### config.mk
export PLATFORM = sky130hd
export DESIGN_NAME = ifu_fetch
export DESIGN_NICKNAME = d
export VERILOG_FILES = /design/src/rtl/ifu_fetch.sv
export SDC_FILE = /design/constraint.sdc
export NUM_CORES = 1
export LEC_CHECK = 0
export ABC_AREA = 1
export ABC_CLOCK_PERIOD_IN_PS = 4800
export CORE_MARGIN = 2
export CORE_UTILIZATION = 25
export DETAILED_ROUTE_END_ITERATION = 6
export SYNTH_ARGS = -nofsm -noshare
export SYNTH_HDL_FRONTEND = slang
export SYNTH_SLANG_ARGS = --single-unit
### constraint.sdc
create_clock -name clk -period 4.8 [get_ports clk]
set_clock_uncertainty 0.15 [all_clocks]
set_input_delay 0.72 -clock clk [delete_from_list [all_inputs] [get_ports clk]]
set_output_delay 0.72 -clock clk [all_outputs]
set_load 0.03 [all_outputs]
### src/rtl/ifu_fetch.sv
// Instruction fetch: one outstanding word read, result held on inst/pc until consumed; 3 cycles/inst best case.
// Backpressure: no new request is issued while an instruction waits in HOLD for inst_ready.
module ifu_fetch #(
  parameter logic [31:0] RESET_PC = 32'h8000_0000
) (
  input  logic        clk,
  input  logic        rst,
  output logic        mem_req,
  output logic [31:0] mem_addr,
  input  logic        mem_gnt,
  input  logic        mem_rvalid,
  input  logic [31:0] mem_rdata,
  output logic        inst_valid,
  input  logic        inst_ready,
  output logic [31:0] inst,
  output logic [31:0] pc,
  input  logic        redirect_valid,
  input  logic [31:0] redirect_pc,
  output logic        halted
);

  typedef enum logic [2:0] {
    S_REQ,
    S_WAIT,
    S_DROP,
    S_HOLD,
    S_HALT
  } state_t;

  typedef struct packed {
    logic [31:0] pc;
    logic [31:0] inst;
  } fetch_t;

  state_t      state_q, state_d;
  logic [31:0] fetch_pc_q, fetch_pc_d;
  fetch_t      hold_q, hold_d;
  logic        redir;
  logic        handshake;

  assign redir     = redirect_valid && (state_q != S_HALT);
  assign handshake = (state_q == S_HOLD) && inst_ready;

  always_comb begin
    state_d    = state_q;
    fetch_pc_d = fetch_pc_q;
    hold_d     = hold_q;

    case (state_q)
      S_REQ: begin
        // A granted request stays in flight even when redirected; its data must be drained.
        if (mem_gnt) state_d = redir ? S_DROP : S_WAIT;
      end
      S_WAIT: begin
        if (redir) begin
          state_d = mem_rvalid ? S_REQ : S_DROP;
        end else if (mem_rvalid) begin
          state_d    = S_HOLD;
          hold_d     = '{pc: fetch_pc_q, inst: mem_rdata};
          fetch_pc_d = fetch_pc_q + 32'd4;
        end
      end
      S_DROP: begin
        if (mem_rvalid) state_d = S_REQ;
      end
      S_HOLD: begin
        if (redir) begin
          state_d = S_REQ;
        end else if (handshake) begin
          state_d = (hold_q.inst == 32'h0) ? S_HALT : S_REQ;
        end
      end
      S_HALT: state_d = S_HALT;
      default: state_d = S_REQ;
    endcase

    if (redir) fetch_pc_d = redirect_pc & 32'hFFFF_FFFC;
  end

  always_ff @(posedge clk) begin
    if (rst) begin
      state_q    <= S_REQ;
      fetch_pc_q <= RESET_PC;
      hold_q     <= '0;
    end else begin
      state_q    <= state_d;
      fetch_pc_q <= fetch_pc_d;
      hold_q     <= hold_d;
    end
  end

  assign mem_req    = (state_q == S_REQ) && !rst;
  assign mem_addr   = fetch_pc_q;
  assign inst_valid = (state_q == S_HOLD);
  assign inst       = hold_q.inst;
  assign pc         = hold_q.pc;
  assign halted     = (state_q == S_HALT);

endmodule
==> impl.org <==
** Run status
- Outcome :: complete, no violations

** Clocking
- The clock reaches the later pin of the worst-skew pair after between 0.3 and 0.4 ns.
- In this run the clock root is driven by a sky130_fd_sc_hd__clkbuf_16.
- Setup Buffers After CTS :: 0
- Hold repair after CTS inserted 0 buffers.
- Clock tree sinks :: between 90 and 100
- Clock tree synthesis inserted a total of 9 buffers.
- In this run the number of H-tree levels came out at 3.
- No sink is reached through more buffers than the 2 on the longest clock path.
- Once the clock tree was built, the resizer swapped 0 gates to a different size.
- Clock-pin slew of the registers on the worst-case setup and hold paths :: 0.07 ns
- TritonCTS built the clock tree.

** Floorplanning
- During I/O placement, the number of pins put on the boundary was 169.
- Core ar. :: around 19000 µm²
- X dimension of the die :: ~140 µm
- Die Outline Area :: ~20000 µm²
- Initial core utilization :: 25.5%
- In this run the core area contains 50 standard-cell rows.
- Floorplan die height :: approximately 140 µm

** STA
- Setup slack on the critical path of the routed design comes to between 2 and 2.5 ns.
- Slew at the pin closest to its max-slew limit :: 1.03 ns
- Setup repair after global routing left no endpoint under its margin.
- The final hold violation count was 0.
- Max-slew headroom :: a little under a third
- Period minus WS final :: roughly 2.7 ns
- Number of slew-limit violations in the final report :: 0
- Summed over all failing endpoints, the final setup total negative slack is 0 ns.
- After layout, the worst path uses about 56% of the clock period.
- Across all hold checks on the routed design, the worst slack comes to ~0.31 ns.
- Setup violations remaining at the end of the flow were counted as 0.
- Highest clock frequency the design can meet :: about 370 MHz

** Pwr
- PwrDens :: roughly 300 nW/µm²
- Leakage dissipation :: ~2.5 nW
- Summing internal, switching and leakage power gives 2.05 mW.
- Across the VDD grid, the largest voltage drop is about 140 µV.

** Drt
- Routed wire per std cell :: 14.1 µm
- First-pass iteration count of the detailed router :: 4
- Using the TritonRoute via totals, the vias-per-cell ratio works out to 4.42.
- Summed over all layers, the routed wires come to 15100 µm.
- DRC :: 0
- In this run, the number of DRC markers left after iteration 0 of detailed routing was 333.
- Number of routed nets with antenna violations :: 0
- Total number of vias :: around 4800

** Logic synthesis
- By area, the combinational part of the netlist is dominated by simple AND/OR/NAND/NOR gates.
- Summing the areas of all compound-gate instances in the mapped netlist gives between 10% and 20% of the synthesized area.
- sky130_fd_sc_hd__dfxtp_1 takes more of the synthesized area than any other cell.
- The portion of synthesized area spent on multiplexers is 0%.
- Post-synth EDFFs :: 0
- The most used flip-flop cell after synthesis is sky130_fd_sc_hd__dfxtp_1.
- Post-synthesis share of cell area spent on xor and xnor gates :: around 1.1%
- Number of instances in the synthesized netlist :: roughly 700
- Sequential fraction of the synthesis area :: approximately two fifths
- Dominant cells by area after synthesis :: sky130_fd_sc_hd__dfxtp_1 (40%), sky130_fd_sc_hd__nand2_1 (15%), sky130_fd_sc_hd__a21oi_1 (7.9%)
- During synthesis, Yosys emitted a total of 0 warnings.
- Syn Area/Cell :: 6.82 µm²
- Area fraction in and, or, nand and nor cells after synthesis :: 31.7%
- In this run, synthesis produced a sequential element count of between 90 and 100.
- Top cell type's share of synthesized area :: 40.1%
- Sorting the synthesized cells by how often they occur yields sky130_fd_sc_hd__nand2_1 (186), sky130_fd_sc_hd__dfxtp_1 (95), sky130_fd_sc_hd__a21oi_1 (75), sky130_fd_sc_hd__inv_1 (75), sky130_fd_sc_hd__nor2_1 (63).
- The cell area that synthesis handed to floorplanning was approximately 4700 µm².
- For this run, asynchronously set or reset flops after synthesis account for 0%.
- Synth Area in Adders :: less than 1%
- Among all cell types in the netlist, the one instantiated most often is sky130_fd_sc_hd__nand2_1.
- Yosys mapped the design onto 33 distinct sky130hd cell types.

** Final layout
- Storage element area :: 1900 µm²
- Leaving out filler cells and counting taps, the final layout contains 1076.
- In the final design database the tool counted roughly 910 nets.
- Final design area excluding fillers :: around 6700 µm²
- The filler cells instantiated in the layout total between 1500 and 2000.
- Share of cells above drive strength 1 :: under 10%
- From synthesis to final layout, the design area changed by 42.0%.
- In the final layout, the multi-input gates occupy approximately 2300 µm².
- Once layout is complete, the utilization of the core stands at a little over a third.
- The repair_antennas step left the layout with diodes totalling 0.

** Worst setup path
- STA puts the critical path data required time at 4.90 ns.
- The largest single stage delay on the critical path is approximately 0.76 ns.
- For this design, the slowest cell found on the critical path is sky130_fd_sc_hd__buf_4.
- STA classifies the critical path startpoint as an input pin.
- Critical path origin :: redirect_valid
- On the critical path the largest part of the delay comes from buffers and inverters.
- Counting buffers and inverters, the worst setup path is 9 cells deep.
- For the worst flop-to-flop path, the logic depth is 8.
- The startpoint identified for the worst register-to-register timing path is state_q[1].
- FF-to-FF End :: mem_addr[25]
- Crit path capture type :: register
- Reg2reg setup slack :: 2.63 ns
- CP max FO :: between 100 and 150
- Arrival time of data at the critical path endpoint :: between 2 and 3 ns
- The critical path contains buffers and inverters numbering 4 combined.
- Cell breakdown of the critical path :: clkdlybuf4s50_1 > inv_2 > nand4_4 > buf_4 > nor2_1 > nand2_1 > nand3b_1 > nand2_1 > inv_1
- The critical path in this run is classified as in2reg.
- In this design, the critical path's most frequently occurring cell is sky130_fd_sc_hd__nand2_1.
- Following the worst setup path forward leads to its endpoint at mem_addr[25].

** Global routing
- Entering global routing, the biggest net connects ~100 pins.
- Via count of the first global-routing pass :: roughly 4300
- Overflow after GRT :: 0
- The first global-routing pass estimated approximately 23000 µm of wire.
- Global routing used ~15% of the available tracks across all layers.
- Antenna violations before repair :: 0

** Hold path
- Hold WC Path Type :: reg2reg

** Placement
- Number of I/O port buffers :: approximately 160
- Detailed placement ended at an HPWL of 10600 µm.
- Pre-CTS setup slack :: about 1.8 ns
- Counting tap cells, the placed design contains a total of between 1000 and 1500 instances.
- Global placement routability congestion :: a little over 0.8
- In this run the cell area measured after placement is 6460 µm².

** Flow run
- Max-capacitance violation count :: 0
## worst reg2reg max path: cells and delay by family (launching register included)
family                 cells  cell delay, ns
and+or+nand+nor            6            0.66
DFF                        1            0.46
buffers and inverters      2            0.80
## kinds of logic (layout without fill, tap and decap cells)
kind of cell / count (synthesis) / after routing
AND/OR/NAND/NOR: 332 / 332
AO/OA/AOI/OAI: 141 / 141
buffers and inverters: 120 / 263
flip-flops: 95 / 95
XOR/XNOR: 6 / 6
adder cells (fa/ha/maj): 1 / 1
other: 1 / 4
## where the power goes
part	switching, mW	internal, mW	total, mW
registers	0.0489	0.835	0.884
logic	0.286	0.193	0.479
clock network	0.312	0.377	0.689
## state kept, by name, summed over array words and instances, names as in the netlist
| register | flops |
|---|---|
| pc | 30 |
| inst | 32 |
| mem_addr | 30 |
| state_q | 3 |
## cells in the final DEF, fill, tap and decap left out, types with 10 or more instances in the layout
master                              n
sky130_fd_sc_hd__o21ai_0           37
sky130_fd_sc_hd__clkdlybuf4s50_1  161
sky130_fd_sc_hd__inv_1             75
sky130_fd_sc_hd__dfxtp_1           95
sky130_fd_sc_hd__a31oi_1           10
sky130_fd_sc_hd__a21oi_1           75
sky130_fd_sc_hd__nor2_1            63
sky130_fd_sc_hd__nand3_1           33
sky130_fd_sc_hd__nand2_1          186
sky130_fd_sc_hd__o21ai_1           18
## area by class of cell
type	instances	share of cell area, %
Tap cell	234	4.34
Multi-Input combinational cell	484	34.4
Inverter	82	4.60
Clock buffer	12	3.80
Clock inverter	4	0.297
Timing Repair Buffer	165	24.3
Sequential cell	95	28.2
## worst min-delay path by stage
stage,endpoint,start,slack [ns],cells after the start
floorplan,pc[10],pc[10],0.44,2
global placement,pc[4],pc[4],0.30,2
detailed placement,pc[20],pc[20],0.30,2
CTS,pc[20],pc[20],0.32,2
global route,pc[4],pc[4],0.33,2
finish,pc[5],pc[5],0.31,2
## routing by layer
| metal | track usage (%) | vias up | part of all wire (%) |
|---|---|---|---|
| li1 | - | 2482 | - |
| met1 | 20.6 | 2151 | 48 |
| met2 | 23.6 | 109 | 46 |
| met3 | 2.36 | 15 | 4.2 |
| met4 | 5.32 | 0 | 1.9 |
| met5 | 0 | - | 0 |
No activity file was read; power rests on OpenSTA's default activity.
